### config.mk
export PLATFORM = sky130hd
export DESIGN_NAME = vga_sprite_render
export DESIGN_NICKNAME = d
export VERILOG_FILES = /design/src/rtl/vga_pkg.sv /design/src/rtl/vga_timing.sv /design/src/rtl/vga_sprite_render.sv
export SDC_FILE = /design/constraint.sdc
export NUM_CORES = 1
export LEC_CHECK = 0
export BUFFER_PORTS_ARGS = -buffer_cell sky130_fd_sc_hd__clkbuf_2
export CORE_UTILIZATION = 55
export CTS_CLUSTER_DIAMETER = 50
export DETAILED_ROUTE_END_ITERATION = 16
export GPL_TIMING_DRIVEN = 1
export HOLD_SLACK_MARGIN = 0.08
export PLACE_DENSITY = 0.78
export SLEW_MARGIN = 10
export SYNTH_ARGS = -nofsm -noshare
export SYNTH_HDL_FRONTEND = slang
export SYNTH_SLANG_ARGS = --single-unit
### constraint.sdc
create_clock -name clk_i -period 3.8 [get_ports clk_i]
set_input_delay 0.19 -clock clk_i [delete_from_list [all_inputs] [get_ports clk_i]]
set_output_delay 0.19 -clock clk_i [all_outputs]
set_load 0.01 [all_outputs]
### src/rtl/vga_pkg.sv
// Shared 640x480@60 timing constants, sprite position type and the sprite hit test.
package vga_pkg;

  localparam int unsigned H_ACTIVE = 640;
  localparam int unsigned H_FP     = 16;
  localparam int unsigned H_SYNC   = 96;
  localparam int unsigned H_BP     = 48;
  localparam int unsigned H_TOTAL  = 800;

  localparam int unsigned V_ACTIVE = 480;
  localparam int unsigned V_FP     = 10;
  localparam int unsigned V_SYNC   = 2;
  localparam int unsigned V_BP     = 33;
  localparam int unsigned V_TOTAL  = 525;

  typedef struct packed {
    logic [15:0] x;
    logic [15:0] y;
  } pos_t;

  // 17-bit sums so a sprite placed near 16'hFFFF never wraps back on screen.
  function automatic logic sprite_hit(input logic [9:0] h, input logic [9:0] v,
                                      input pos_t s, input int unsigned w,
                                      input int unsigned ht);
    logic [16:0] h17, v17, x0, y0, x1, y1;
    h17 = {7'd0, h};
    v17 = {7'd0, v};
    x0  = {1'b0, s.x};
    y0  = {1'b0, s.y};
    x1  = x0 + 17'(w);
    y1  = y0 + 17'(ht);
    return (h17 >= x0) && (h17 < x1) && (v17 >= y0) && (v17 < y1);
  endfunction

endpackage

### src/rtl/vga_timing.sv
// 640x480@60 timing generator: pixel enable, h/v counters and raw sync/active decode.
module vga_timing
  import vga_pkg::*;
(
  input  logic       clk_i,
  input  logic       rst_ni,
  output logic       pix_en_o,
  output logic [9:0] hcount_o,
  output logic [9:0] vcount_o,
  output logic       hsync_n_o,
  output logic       vsync_n_o,
  output logic       active_o
);

  localparam logic [9:0] HLast      = 10'(H_TOTAL - 1);
  localparam logic [9:0] VLast      = 10'(V_TOTAL - 1);
  localparam logic [9:0] HActive    = 10'(H_ACTIVE);
  localparam logic [9:0] VActive    = 10'(V_ACTIVE);
  localparam logic [9:0] HSyncStart = 10'(H_ACTIVE + H_FP);
  localparam logic [9:0] HSyncEnd   = 10'(H_ACTIVE + H_FP + H_SYNC);
  localparam logic [9:0] VSyncStart = 10'(V_ACTIVE + V_FP);
  localparam logic [9:0] VSyncEnd   = 10'(V_ACTIVE + V_FP + V_SYNC);

  logic       pix_en_q;
  logic [9:0] hcount_q, hcount_d;
  logic [9:0] vcount_q, vcount_d;

  always_comb begin
    hcount_d = hcount_q;
    vcount_d = vcount_q;
    if (pix_en_q) begin
      if (hcount_q == HLast) begin
        hcount_d = '0;
        vcount_d = (vcount_q == VLast) ? '0 : vcount_q + 10'd1;
      end else begin
        hcount_d = hcount_q + 10'd1;
      end
    end
  end

  always_ff @(posedge clk_i or negedge rst_ni) begin
    if (!rst_ni) begin
      pix_en_q <= 1'b0;
      hcount_q <= '0;
      vcount_q <= '0;
    end else begin
      pix_en_q <= ~pix_en_q;
      hcount_q <= hcount_d;
      vcount_q <= vcount_d;
    end
  end

  assign pix_en_o  = pix_en_q;
  assign hcount_o  = hcount_q;
  assign vcount_o  = vcount_q;
  assign hsync_n_o = !((hcount_q >= HSyncStart) && (hcount_q < HSyncEnd));
  assign vsync_n_o = !((vcount_q >= VSyncStart) && (vcount_q < VSyncEnd));
  assign active_o  = (hcount_q < HActive) && (vcount_q < VActive);

endmodule

### src/rtl/vga_sprite_render.sv
// Renders three solid sprites (monster > p1 > p2) over a background on 640x480 VGA,
// using positions snapshotted once per frame at the start of vertical blank.
module vga_sprite_render
  import vga_pkg::*;
#(
  parameter int unsigned SPRITE_W = 16,
  parameter int unsigned SPRITE_H = 16,
  parameter logic [23:0] BG_RGB   = 24'h000000,
  parameter logic [23:0] M_RGB    = 24'hFF0000,
  parameter logic [23:0] P1_RGB   = 24'h00FF00,
  parameter logic [23:0] P2_RGB   = 24'h0000FF
) (
  input  logic        clk_i,
  input  logic        rst_ni,
  input  logic [15:0] mx_i,
  input  logic [15:0] my_i,
  input  logic [15:0] p1x_i,
  input  logic [15:0] p1y_i,
  input  logic [15:0] p2x_i,
  input  logic [15:0] p2y_i,
  output logic        vga_clk_o,
  output logic        hsync_n_o,
  output logic        vsync_n_o,
  output logic        blank_n_o,
  output logic [7:0]  r_o,
  output logic [7:0]  g_o,
  output logic [7:0]  b_o,
  output logic        frame_start_o
);

  logic       pix_en;
  logic [9:0] hcount, vcount;
  logic       hsync_raw_n, vsync_raw_n, active;

  vga_timing u_timing (
    .clk_i     (clk_i),
    .rst_ni    (rst_ni),
    .pix_en_o  (pix_en),
    .hcount_o  (hcount),
    .vcount_o  (vcount),
    .hsync_n_o (hsync_raw_n),
    .vsync_n_o (vsync_raw_n),
    .active_o  (active)
  );

  pos_t        m_q, p1_q, p2_q;
  logic        snap_en;
  logic        hit_m, hit_p1, hit_p2;
  logic [23:0] rgb_d, rgb_q;
  logic        hsync_n_q, vsync_n_q, blank_n_q, frame_start_q;

  always_comb begin
    snap_en = pix_en && (hcount == '0) && (vcount == 10'(V_ACTIVE));
    hit_m   = sprite_hit(hcount, vcount, m_q, SPRITE_W, SPRITE_H);
    hit_p1  = sprite_hit(hcount, vcount, p1_q, SPRITE_W, SPRITE_H);
    hit_p2  = sprite_hit(hcount, vcount, p2_q, SPRITE_W, SPRITE_H);
    rgb_d   = BG_RGB;
    if (!active)     rgb_d = '0;
    else if (hit_m)  rgb_d = M_RGB;
    else if (hit_p1) rgb_d = P1_RGB;
    else if (hit_p2) rgb_d = P2_RGB;
  end

  always_ff @(posedge clk_i or negedge rst_ni) begin
    if (!rst_ni) begin
      m_q           <= '0;
      p1_q          <= '0;
      p2_q          <= '0;
      frame_start_q <= 1'b0;
      hsync_n_q     <= 1'b1;
      vsync_n_q     <= 1'b1;
      blank_n_q     <= 1'b0;
      rgb_q         <= '0;
    end else begin
      // Toggles every clk, so the pulse lasts exactly one clk.
      frame_start_q <= snap_en;
      if (snap_en) begin
        m_q  <= '{x: mx_i, y: my_i};
        p1_q <= '{x: p1x_i, y: p1y_i};
        p2_q <= '{x: p2x_i, y: p2y_i};
      end
      if (pix_en) begin
        hsync_n_q <= hsync_raw_n;
        vsync_n_q <= vsync_raw_n;
        blank_n_q <= active;
        rgb_q     <= rgb_d;
      end
    end
  end

  assign vga_clk_o     = pix_en;
  assign hsync_n_o     = hsync_n_q;
  assign vsync_n_o     = vsync_n_q;
  assign blank_n_o     = blank_n_q;
  assign r_o           = rgb_q[23:16];
  assign g_o           = rgb_q[15:8];
  assign b_o           = rgb_q[7:0];
  assign frame_start_o = frame_start_q;

endmodule
==> results.yml <==
timing:
  hold_viol_final: 0
  skew_ps: 12.06
  slew_headroom: 0.3185
  finalMaxSlewViolations: 0
  rsz0062_at_grt: "no"
  setup_tns_ps: 0
  fmax_ghz: 0.3646
  setup_slack_ps: 1057
  hold_ws_ps: 497.0
  worstMarginPinSlew_ps: 1022
  fin_crit_sh: 0.7218
  post-route-min-period_ps: 2743
  setup_violations: 0
grt:
  grt_pass1_wl_mm: 33.87
  antenna_found_initial: 0
  grt_overflow: 0
  grtUsageTotal: 0.2978
  grt_max_degree: 99
  first_global_vias: 6953
critical_path:
  required_ps: 4100
  critPathMaxFanout: 52
  setup.worst_path.start_class: "register"
  endpoint_kind: "register"
  crit_type: "reg -> reg"
  cp-startpoint: "u_timing.vcount_o[5]$_DFFE_PN0P_"
  ff2ff_path_depth: 5
  r2r_start: "u_timing.vcount_o[5]$_DFFE_PN0P_"
  critPathArrivalTime_ps: 3040
synth:
  ys_async_sr_fraction: 1.000
  synth_commonest_cells: "dfrtp_1 (122), ha_1 (107), nand2_1 (97)"
  yosys_register_bits: 124
  synth_edf_count: 0
  syn-cell-area_sq_um: 7956
  synthCells: 835
  synth_top_area_share: 0.3837
  syn_avg_cell_area_sq_um: 9.529
  synth_cell_types: 47
  synth_most_common_cell: "dfrtp_1"
  netlist_top_cells_area: "dfrtp_1 (38%), ha_1 (17%), mux2_2 (6.4%), o21ai_0 (5.3%), nand2_1 (4.6%)"
  ys_seq_area_frac: 0.3903
  ys.flop_type: "dfrtp_1"
  syn-num-nets: 1040
  yosysWarningCount: 0
  yosysTopAreaCell: "dfrtp_1"
pwr:
  power_density_nw_per_um2: 312.4
  leakagePower_nw: 5.254
  peakVddDrop_mv: 0.3111
final_layout:
  area_delta_synth_final_pct: 27.96
  nets: 1242
  drive_gt1_frac: 0.2010
  fin_area_sq_um: 10180
  final_cell_count_no_fill: 1231
floorplanning:
  die_w_microns: 122.3
  core_area_sq_um: 13990
  initial_core_util: 0.5688
  ios: 127
  fp.dieArea_sq_um: 14950
  rows: 43
  die_y_microns: 122.3
route:
  vias_per_cell: 5.628
  wire_per_inst_microns: 16.76
  num_vias: 6928
  totalWireLength_mm: 20.63
  drt_iter0_markers: 526
  ant_nets: 0
  drtPass1Iterations: 5
  drc: 0
clock_network:
  clockBufferDepth: 2
  root_buffer: "clkbuf_16"
  worstSkewPairLatency_ps: 420
  cts_tree: "yes"
  cts_max_level: 4
  path_clk_slew_ps: 60
  cts_made_buffers: 17
  post_cts_buffers: 0
  numClockSinks: 124
  postCtsResizedCells: 0
place:
  post-place-ws_ps: 1136
  placed_cells: 1101
  portBuffers: 126
  gp_congestion: 0.8773
  post_dp_cell_area_sq_um: 8596
  dp_hpwl_mm: 12.79
worst_hold_path:
  hold_path_class: "in -> async"
run_status:
  status: "completed"
run:
  max_cap_viol_count: 0
[metal layers]
layer	vias up	part of all wire	GRT usage
met5	-	0	0
met4	0	0.035	0.1479
met3	57	0.049	0.06180
met2	257	0.51	0.5109
met1	3294	0.41	0.3534
li1	3320	-	-
[registers in the layout, summed over array words and instances, names as in the netlist]
name	flops
blank_n_o	1
frame_start_o	1
hsync_n_o	1
m_q	32
p1_q	32
p2_q	32
rgb_q	3
u_timing.hcount_o	10
u_timing.pix_en_o	1
u_timing.vcount_o	10
vsync_n_o	1
[cell usage in the layout (no fill, tap or decap), types with 3 or more instances in the layout]
cell,n
a211oi_1,9
xor2_1,5
o31ai_1,4
mux2_2,45
nand3_1,34
o211ai_1,4
a2111oi_0,7
a21o_1,8
dfrtp_1,122
clkinvlp_4,3
a31oi_1,3
bufinv_16,3
xnor2_1,31
nor3b_1,3
a21oi_1,28
nand2_1,97
o21ai_0,84
or4_1,4
nor2_1,33
dlygate4sd3_1,97
clkinv_2,4
and3_1,3
nand4_1,7
nor3_1,13
ha_1,107
nor4_1,11
clkbuf_8,3
o21ai_1,8
and4_1,3
clkbuf_16,17
nand2b_1,7
o21a_1,5
clkbuf_2,125
inv_1,75
nor2b_1,6
o2111ai_1,6
[final cells by class]
| type | count | area, sq um |
|---|---|---|
| Multi-Input combinational cell | 593 | 4303 |
| Clock inverter | 11 | 141.4 |
| Timing Repair Buffer | 226 | 1652 |
| Antenna cell | 1 | 2.502 |
| Sequential cell | 124 | 3105 |
| Inverter | 75 | 281.5 |
| Fill cell | 970 | 3807 |
| Clock buffer | 21 | 470.5 |
| Tap cell | 180 | 225.2 |
[timing repair]
item | in CTS | in global routing
endpoints found under the hold margin | 171 | 0
endpoints found under the setup margin | 0 | 0
hold buffers | 97 | 0
[critical path: stages (launching register included)]
cell and delay (ps):
dfrtp_1 580, nand4_1 290, or4_1 570, nor3_4 280, buf_4 470, mux2_2 430
[through the flow]
stage                     utilization  power, mW
after floorplan                     -      1.346
after global placement         0.6145      1.424
after detailed placement       0.6145      1.424
after CTS                      0.7276      3.169
after global routing           0.7276      3.263
final                          0.7278      3.180
[power by group]
group / switching [mW] / internal (mW) / total [mW]
clock: 0.618 / 1.08 / 1.70
sequential: 0 / 1.32 / 1.32
combinational: 0.0587 / 0.103 / 0.161
total: 0.677 / 2.50 / 3.18
[final timing paths]
kind | slack [ps] | to
setup / recovery | 1060 | m_q[29]$_DFFE_PN0P_
min in group clk_i | 510 | hsync_n_o$_DFFE_PN1P_
max in group asynchronous | 2450 | vsync_n_o$_DFFE_PN1P_
setup reg to reg | 1060 | m_q[29]$_DFFE_PN0P_
hold reg to reg | 510 | hsync_n_o$_DFFE_PN1P_
hold / removal | 500 | m_q[11]$_DFFE_PN0P_
[cell families (layout without fill, tap and decap cells)]
family | after synthesis | in the layout | share of synthesized area
compound gates | 177 | 177 | 0.1329
xor+xnor | 36 | 36 | 0.03963
fa+ha+maj | 107 | 107 | 0.1683
buf+inv | 118 | 333 | 0.06966
flops | 124 | 124 | 0.3903
mux | 46 | 46 | 0.06495
other cells | 0 | 1 | 0
simple gates | 227 | 227 | 0.1343
Power figures use the tool's default switching activity.
